## src/rtl/pass_check_if.sv

```systemverilog
// pass_check_if: keypad strobes in, verdict pulses and entry status out
interface pass_check_if;
  logic       key_valid;
  logic [3:0] key_code;
  logic       key_enter;
  logic       key_clear;
  logic       set_mode;
  logic       right;
  logic       error;
  logic       pass_set;
  logic [3:0] digit_cnt;
  logic       auth;
  modport master (output key_valid, key_code, key_enter, key_clear, set_mode,
                  input right, error, pass_set, digit_cnt, auth);
  modport slave  (input key_valid, key_code, key_enter, key_clear, set_mode,
                  output right, error, pass_set, digit_cnt, auth);
endinterface

```

## src/rtl/pass_check.sv

```systemverilog
// pass_check: collects keypad digits, checks or reprograms a stored password on enter
module pass_check #(
  parameter int          DIGITS       = 4,
  parameter logic [31:0] DEFAULT_PASS = 32'h1234,
  parameter int          TIMEOUT_CYC  = 1000
) (
  input logic   clk,
  input logic   rst,
  pass_check_if.slave bus
);
  localparam int W  = 4 * DIGITS;
  localparam int TW = $clog2(TIMEOUT_CYC + 1);
  typedef enum logic [1:0] {IDLE, ENTRY, RESULT} state_t;
  state_t state, state_nxt;
  logic [W-1:0]  buffer, stored;
  logic [W+3:0]  shifted;
  logic [3:0]    cnt;
  logic [TW-1:0] tmr;
  logic right, error, pass_set, auth;
  logic in_res, clr, ent, dig, tout, full, match;
  assign shifted = {buffer, bus.key_code};
  always_comb begin
    in_res    = state == RESULT;
    clr       = bus.key_clear && !in_res;
    ent       = bus.key_enter && !bus.key_clear && !in_res;
    dig       = bus.key_valid && !bus.key_clear && !bus.key_enter && !in_res
                && bus.key_code < 4'd10 && cnt < 4'(DIGITS);
    tout      = state == ENTRY && !clr && !ent && !dig && tmr == TW'(TIMEOUT_CYC - 1);
    full      = cnt == 4'(DIGITS);
    match     = full && buffer == stored;
    state_nxt = ent ? RESULT : (in_res || clr || tout) ? IDLE : dig ? ENTRY : state;
  end
  always_ff @(posedge clk or posedge rst) begin
    if (rst) begin
      state    <= IDLE;
      buffer   <= '0;
      cnt      <= '0;
      stored   <= DEFAULT_PASS[W-1:0];
      tmr      <= '0;
      right    <= 1'b0;
      error    <= 1'b0;
      pass_set <= 1'b0;
      auth     <= 1'b0;
    end else begin
      state    <= state_nxt;
      right    <= 1'b0;
      error    <= 1'b0;
      pass_set <= 1'b0;
      tmr      <= (state_nxt != ENTRY || dig) ? '0 : tmr + 1'b1;
      if (in_res || clr || tout) begin
        buffer <= '0;
        cnt    <= '0;
      end else if (dig) begin
        buffer <= shifted[W-1:0];
        cnt    <= cnt + 4'd1;
      end
      if (clr || tout) auth <= 1'b0;
      // Buffer still holds the entry at this edge; it is cleared when leaving RESULT
      if (ent && bus.set_mode) begin
        auth <= 1'b0;
        if (auth && full) begin
          stored   <= buffer;
          pass_set <= 1'b1;
        end else error <= 1'b1;
      end else if (ent) begin
        right <= match;
        error <= !match;
        auth  <= match;
      end
    end
  end
  assign bus.right     = right;
  assign bus.error     = error;
  assign bus.pass_set  = pass_set;
  assign bus.digit_cnt = cnt;
  assign bus.auth      = auth;
endmodule

```

## src/flat_wrapper.sv

```systemverilog
// flat-port wrapper written by rule: the top's interface ports become plain ports
module pass_check_flat 
#(
  parameter int          DIGITS       = 4,
  parameter logic [31:0] DEFAULT_PASS = 32'h1234,
  parameter int          TIMEOUT_CYC  = 1000
)
  (clk, rst, bus_key_valid, bus_key_code, bus_key_enter, bus_key_clear, bus_set_mode, bus_right, bus_error, bus_pass_set, bus_digit_cnt, bus_auth);
  pass_check_if bus_i ();
  input logic clk;
  input logic rst;
  input wire logic [$bits(bus_i.key_valid)-1:0] bus_key_valid;
  input wire logic [$bits(bus_i.key_code)-1:0] bus_key_code;
  input wire logic [$bits(bus_i.key_enter)-1:0] bus_key_enter;
  input wire logic [$bits(bus_i.key_clear)-1:0] bus_key_clear;
  input wire logic [$bits(bus_i.set_mode)-1:0] bus_set_mode;
  output wire logic [$bits(bus_i.right)-1:0] bus_right;
  output wire logic [$bits(bus_i.error)-1:0] bus_error;
  output wire logic [$bits(bus_i.pass_set)-1:0] bus_pass_set;
  output wire logic [$bits(bus_i.digit_cnt)-1:0] bus_digit_cnt;
  output wire logic [$bits(bus_i.auth)-1:0] bus_auth;
  assign bus_i.key_valid = bus_key_valid;
  assign bus_i.key_code = bus_key_code;
  assign bus_i.key_enter = bus_key_enter;
  assign bus_i.key_clear = bus_key_clear;
  assign bus_i.set_mode = bus_set_mode;
  assign bus_right = bus_i.right;
  assign bus_error = bus_i.error;
  assign bus_pass_set = bus_i.pass_set;
  assign bus_digit_cnt = bus_i.digit_cnt;
  assign bus_auth = bus_i.auth;
  pass_check #(.DIGITS(DIGITS), .DEFAULT_PASS(DEFAULT_PASS), .TIMEOUT_CYC(TIMEOUT_CYC)) u_core (.clk(clk), .rst(rst), .bus(bus_i));
endmodule
```

## config.mk

```make
export PLATFORM = sky130hd
export DESIGN_NAME = pass_check_flat
export DESIGN_NICKNAME = d
export VERILOG_FILES = /design/src/rtl/pass_check_if.sv /design/src/rtl/pass_check.sv /design/src/flat_wrapper.sv
export SDC_FILE = /design/constraint.sdc
export NUM_CORES = 1
export LEC_CHECK = 0
export BUFFER_PORTS_ARGS = -buffer_cell sky130_fd_sc_hd__buf_2
export CAP_MARGIN = 20
export CORE_MARGIN = 4
export CORE_UTILIZATION = 50
export DETAILED_ROUTE_END_ITERATION = 6
export PLACE_DENSITY = 0.73
export REMOVE_ABC_BUFFERS = 1
export SETUP_SLACK_MARGIN = 0.5
export SYNTH_ARGS = -nofsm -noshare
export SYNTH_HDL_FRONTEND = slang
export SYNTH_SLANG_ARGS = --single-unit
export TNS_END_PERCENT = 30
```

## constraint.sdc

```tcl
create_clock -name clk -period 3.5 [get_ports clk]
set_input_delay 0.35 -clock clk [delete_from_list [all_inputs] [get_ports clk]]
set_output_delay 0.35 -clock clk [all_outputs]
set_load 0.03 [all_outputs]
```

# [Word level (Yosys, flattened, before mapping)]
# Index checks and enable logic that the tools add are counted.
[totals] reg_bits=52 inputBits=10 elab_cells=66
[classes] n_addsub=2 order_cmp=2 n_eq_ne=6 mux=18 reduce_logical=29
[op_table] operator="$mux 16" count=2
[op_table] operator="$eq 16x16->1" count=1
[op_table] operator="$logic_and 1x1->1" count=15
[op_table] operator="$add 10x1->10 const B" count=1
[op_table] operator="$eq 10x10->1 const B" count=1
[op_table] operator="$mux 1" count=10
[op_table] operator="$mux 10" count=1
[op_table] operator="$mux 4" count=2
[op_table] operator="$logic_not 1->1" count=7
[op_table] operator="$mux 2" count=3
[op_table] operator="$add 4x1->4 const B" count=1
[op_table] operator="$eq 4x3->1 const B" count=1
[op_table] operator="$logic_or 1x1->1" count=4
[op_table] operator="$lt 4x3->1 const B" count=1
[op_table] operator="$lt 4x4->1 const B" count=1
[op_table] operator="$reduce_bool 3->1" count=1
[op_table] operator="$eq 2x1->1 const B" count=1
[op_table] operator="$eq 2x2->1 const B" count=1
[op_table] operator="$ne 2x1->1 const B" count=1
[op_table] operator="$reduce_and 2->1" count=1
[op_table] operator="$reduce_bool 2->1" count=1

# [Longest topological paths before layout]
[logic_depth] depth_word=15 depth_mapped=8 mapped_depth_nobuf=6

# [Least setup slack after synthesis]
# Ideal clock, no wire load.
[synth_timing] path_kind="reg2reg" start="register u_core.cnt[0], in the netlist u_core.bus.digit_cnt[0]" end="register u_core.stored[0]" setup_ps=125 t_arrival_ps=1760 setup_slack_ps=1615 stages_incl_launch_ff=9 n_path_buf=2 synth_period_minus_slack_ps=1885 path_cell_list="dfrtp_1 -> inv_1 -> ha_1 -> and3b_1 -> nand3_1 -> nand2b_1 -> buf_4 -> buf_6 -> mux2_4"
[synth_between] elab_chain_len=3
[synth_lines] element="start: declaration" line_no="pass_check.sv:17" rtl="logic [3:0] cnt;"
[synth_lines] element="start signal: assignment" line_no="pass_check.sv:55" rtl="cnt <= cnt + 4'd1;"
[synth_lines] element="$eq 4x3->1" line_no="pass_check.sv:29" rtl="full = cnt == 4'(DIGITS);"
[synth_lines] element="$logic_and 1x1->1" line_no="pass_check.sv:61" rtl="if (auth && full) begin"
[synth_lines] element="$reduce_and 2->1 (no source line)"
[synth_lines] element="end signal: assignment" line_no="pass_check.sv:38" rtl="stored <= DEFAULT_PASS[W-1:0];"
[synth_lines] element="end signal: assignment" line_no="pass_check.sv:62" rtl="stored <= buffer;"
[synth_lines] element="end: declaration" line_no="pass_check.sv:15" rtl="logic [W-1:0] buffer, stored;"
# Every way passes these cells.
# A chain may end at the register's enable or synchronous reset.

# [Final worst setup path]
[layout_timing] start="register u_core.cnt[0], in the netlist u_core.bus.digit_cnt[0]" end="register u_core.stored[11]"
# The elaborated chain is that of the path after synthesis.

==> flow_summary.yaml <==
power_and_ir_drop:
  seqPwrFrac: 0.594
  clkPwrFrac: 0.356
  cellPowerDensity_mw_per_mm2: 377.7
  p_sw_mw: 0.2199
  peakVddDrop_mv: 0.1942
  p_comb_frac: 0.050
  p_sw_frac: 0.2156
  p_int_mw: 0.8002
  p_leak_nw: 1.392
clock_tree:
  cts_sinks: 52
  postCtsHoldBufs: 0
  clk_pin_slew_ns: 0.09
  ctsResizeCount: 0
  clock_latency_ns: 0.30
  post_cts_buffers: 0
  cts_buffers: 5
  clock_path_buffers: 2
  cts-root-buf: "clkbuf_8"
  htree_levels: 2
  cts_tree: "yes"
routing:
  drt-total-wl_mm: 4.110
  drtIter0Drc: 38
  ant_nets: 0
  wl_per_cell_um: 13.75
  firstDrtPassIters: 6
  vias: 1506
  vias_per_cell: 5.037
  drcViolationCount: 0
worst_setup_path:
  cp_slowest_stage_delay_ns: 0.77
  worst_path_max_delay_cell: "nand2b_1"
  crit_chain: "inv_1 > ha_1 > and3b_1 > nand3_1 > nand2b_1 > mux2_2"
  worstSetupPathType: "flip-flop to flip-flop"
  r2r_setup_slack_ns: 1.29
  worstPathArrival_ns: 2.39
  required_ns: 3.68
  crit_fanout: 17
  start_kind: "flip-flop"
  endpoint_kind: "flip-flop"
sta:
  fin_skew_ns: 0.008455
  maxSlewHeadroom: 0.3433
  period_share: 0.6319
  setup_viol_count_final: 0
  finalSetupTns_ns: 0
  tightest_slew_ns: 0.9850
  rsz0062_at_grt: "no"
  timing.fmax_ghz: 0.4522
  fin_crit_ns: 2.212
  finalHoldViolCount: 0
  drv_slew: 0
floorplan:
  die_w_um: 78.05
  core_area_mm2: 0.004723
  start_util: 0.5195
  rows: 25
  io_pins: 18
  die-area_mm2: 0.006092
  fp.dieH_um: 78.05
finish:
  fin_util: 0.5719
  drive_above_1_share: 0.2328
  finalNonFillerCells: 299
  fill_cells: 410
  postLayoutCellArea_mm2: 0.002701
  area_delta_synth_final_pct: 10.10
  final_nets: 244
  num_antenna_cells: 0
logic_synthesis:
  synth_ff_type: "dfrtp_1"
  synth_cell_types: 40
  synth.cells.most_frequent: "47 x dfrtp_1, 33 x nor2_1, 17 x mux2i_1, 14 x inv_1, 11 x xnor2_1"
  avgSynthCellArea_um2: 11.68
  yosys.area.top_type: "dfrtp_1"
  ys_top_cells_by_area: "dfrtp_1 48%, mux2i_1 6.9%, mux2_4 5.5%, dfstp_2 5.4%, nor2_1 5.0%"
  synthDominantCellAreaShare: 0.4793
  seq_area_frac_synth: 0.5329
  syn_area_mm2: 0.002454
  syn_inst: 210
  synth-seq-cells: 52
  yosys_warnings: 0
  async_flop_share: 1.000
  synth_most_common_cell: "dfrtp_1"
  synth-edff-count: 0
placement:
  dp_hpwl_mm: 2.948
  placed_cell_area_mm2: 0.002601
  globalplace.congestion: 0.8174
  dp_cells: 291
  port_buffers: 17
job:
  cap_violations: 0
global_routing:
  grt_pass1_vias: 1536
  grt_pass1_wl_mm: 7.258
  grtUsageTotal: 0.1509
  antenna_found_initial: 0
  overflow: 0
  grt_max_degree: 32
status:
  outcome: "finished, final reports clean"
worst_hold_path:
  hp-class: "primary input to asynchronous set/reset pin"
==> state kept, by name, indices dropped and copies added (netlist names) <==
signal / count
u_core.buffer: 16
u_core.bus.auth: 1
u_core.bus.digit_cnt: 4
u_core.bus.error: 1
u_core.bus.pass_set: 1
u_core.bus.right: 1
u_core.state: 2
u_core.stored: 16
u_core.tmr: 10
==> power by group through the flow <==
| stage | clock [mW] | sequential, mW | combinational (mW) |
|---|---|---|---|
| after CTS | 0.377 | 0.606 | 0.0529 |
| final | 0.363 | 0.606 | 0.0514 |
| after detailed placement | 0 | 0.618 | 0.0527 |
| after floorplan | 0 | 0.620 | 0.0311 |
| after global placement | 0 | 0.618 | 0.0518 |
| after global routing | 0.401 | 0.607 | 0.0576 |
==> cell type report <==
cell class,instances,area [um2],share of cell area
clock buffer,8,100.1,0.03705
timing repair buffer,20,107.6,0.03983
inverter,14,52.55,0.01945
sequential,52,1308,0.4840
tap,67,83.83,0.03103
multi-input combinational,138,1050,0.3886
==> routing by layer <==
layer | global-route usage | up-vias | routed length (um)
li1 | - | 750 | -
met1 | 0.1994 | 728 | 2003
met2 | 0.2474 | 20 | 1924
met3 | 0.03440 | 8 | 128
met4 | 0.04720 | 0 | 54
met5 | 0 | - | 0
==> per-stage QoR <==
step	total power [mW]	hold slack, ns	worst slack, ns
after floorplan	0.6507	0.4235	1.235
after global placement	0.6696	0.3818	1.314
after detailed placement	0.6705	0.3867	1.278
after CTS	1.036	0.05519	1.260
after global routing	1.066	0.06904	1.161
final	1.020	0.04677	1.288
==> critical path, delay by kind of cell (launching register included) <==
family	cells	cell delay (ns)
mux	1	0.42
flops	1	0.37
buf+inv	1	0.07
fa+ha+maj	1	0.20
simple gates	3	1.04
==> path summary, 6_finish.rpt <==
check,from,to,cells after the start
setup / recovery,u_core.bus.digit_cnt[0]$_DFFE_PP0P_,u_core.stored[11]$_DFFE_PP0P_,6
hold / removal,rst,u_core.bus.digit_cnt[0]$_DFFE_PP0P_,2
setup reg to reg,u_core.bus.digit_cnt[0]$_DFFE_PP0P_,u_core.stored[11]$_DFFE_PP0P_,6
hold reg to reg,u_core.tmr[0]$_DFF_PP0_,u_core.tmr[0]$_DFF_PP0_,1
max in group asynchronous,rst,u_core.stored[4]$_DFFE_PP1P_,3
min in group clk,bus_key_clear,u_core.state[1]$_DFF_PP0_,2
==> placed cells by master (no fill, tap or decap), types with 2 or more instances in the layout <==
cell type,n
and2_1,2
and3_1,2
buf_2,17
buf_4,3
clkbuf_8,7
dfrtp_1,47
dfstp_2,5
ha_1,3
inv_1,13
mux2_2,7
mux2_4,9
mux2i_1,17
nand2_1,5
nand2b_1,4
nand3_1,4
nand4_1,5
nor2_1,33
nor2b_1,2
nor3_1,4
o21ai_0,2
or3_1,2
xnor2_1,11
xor2_1,9
==> kinds of logic after synthesis <==
kind of cell    count (synthesis)  synth area share
compound gates                 12           0.04131
xor+xnor                       20           0.07139
fa+ha+maj                       3           0.01530
buf+inv                        20           0.03926
flops                          52            0.5329
mux                            33            0.1566
simple gates                   70            0.1433
No activity file was read; power rests on OpenSTA's default activity.
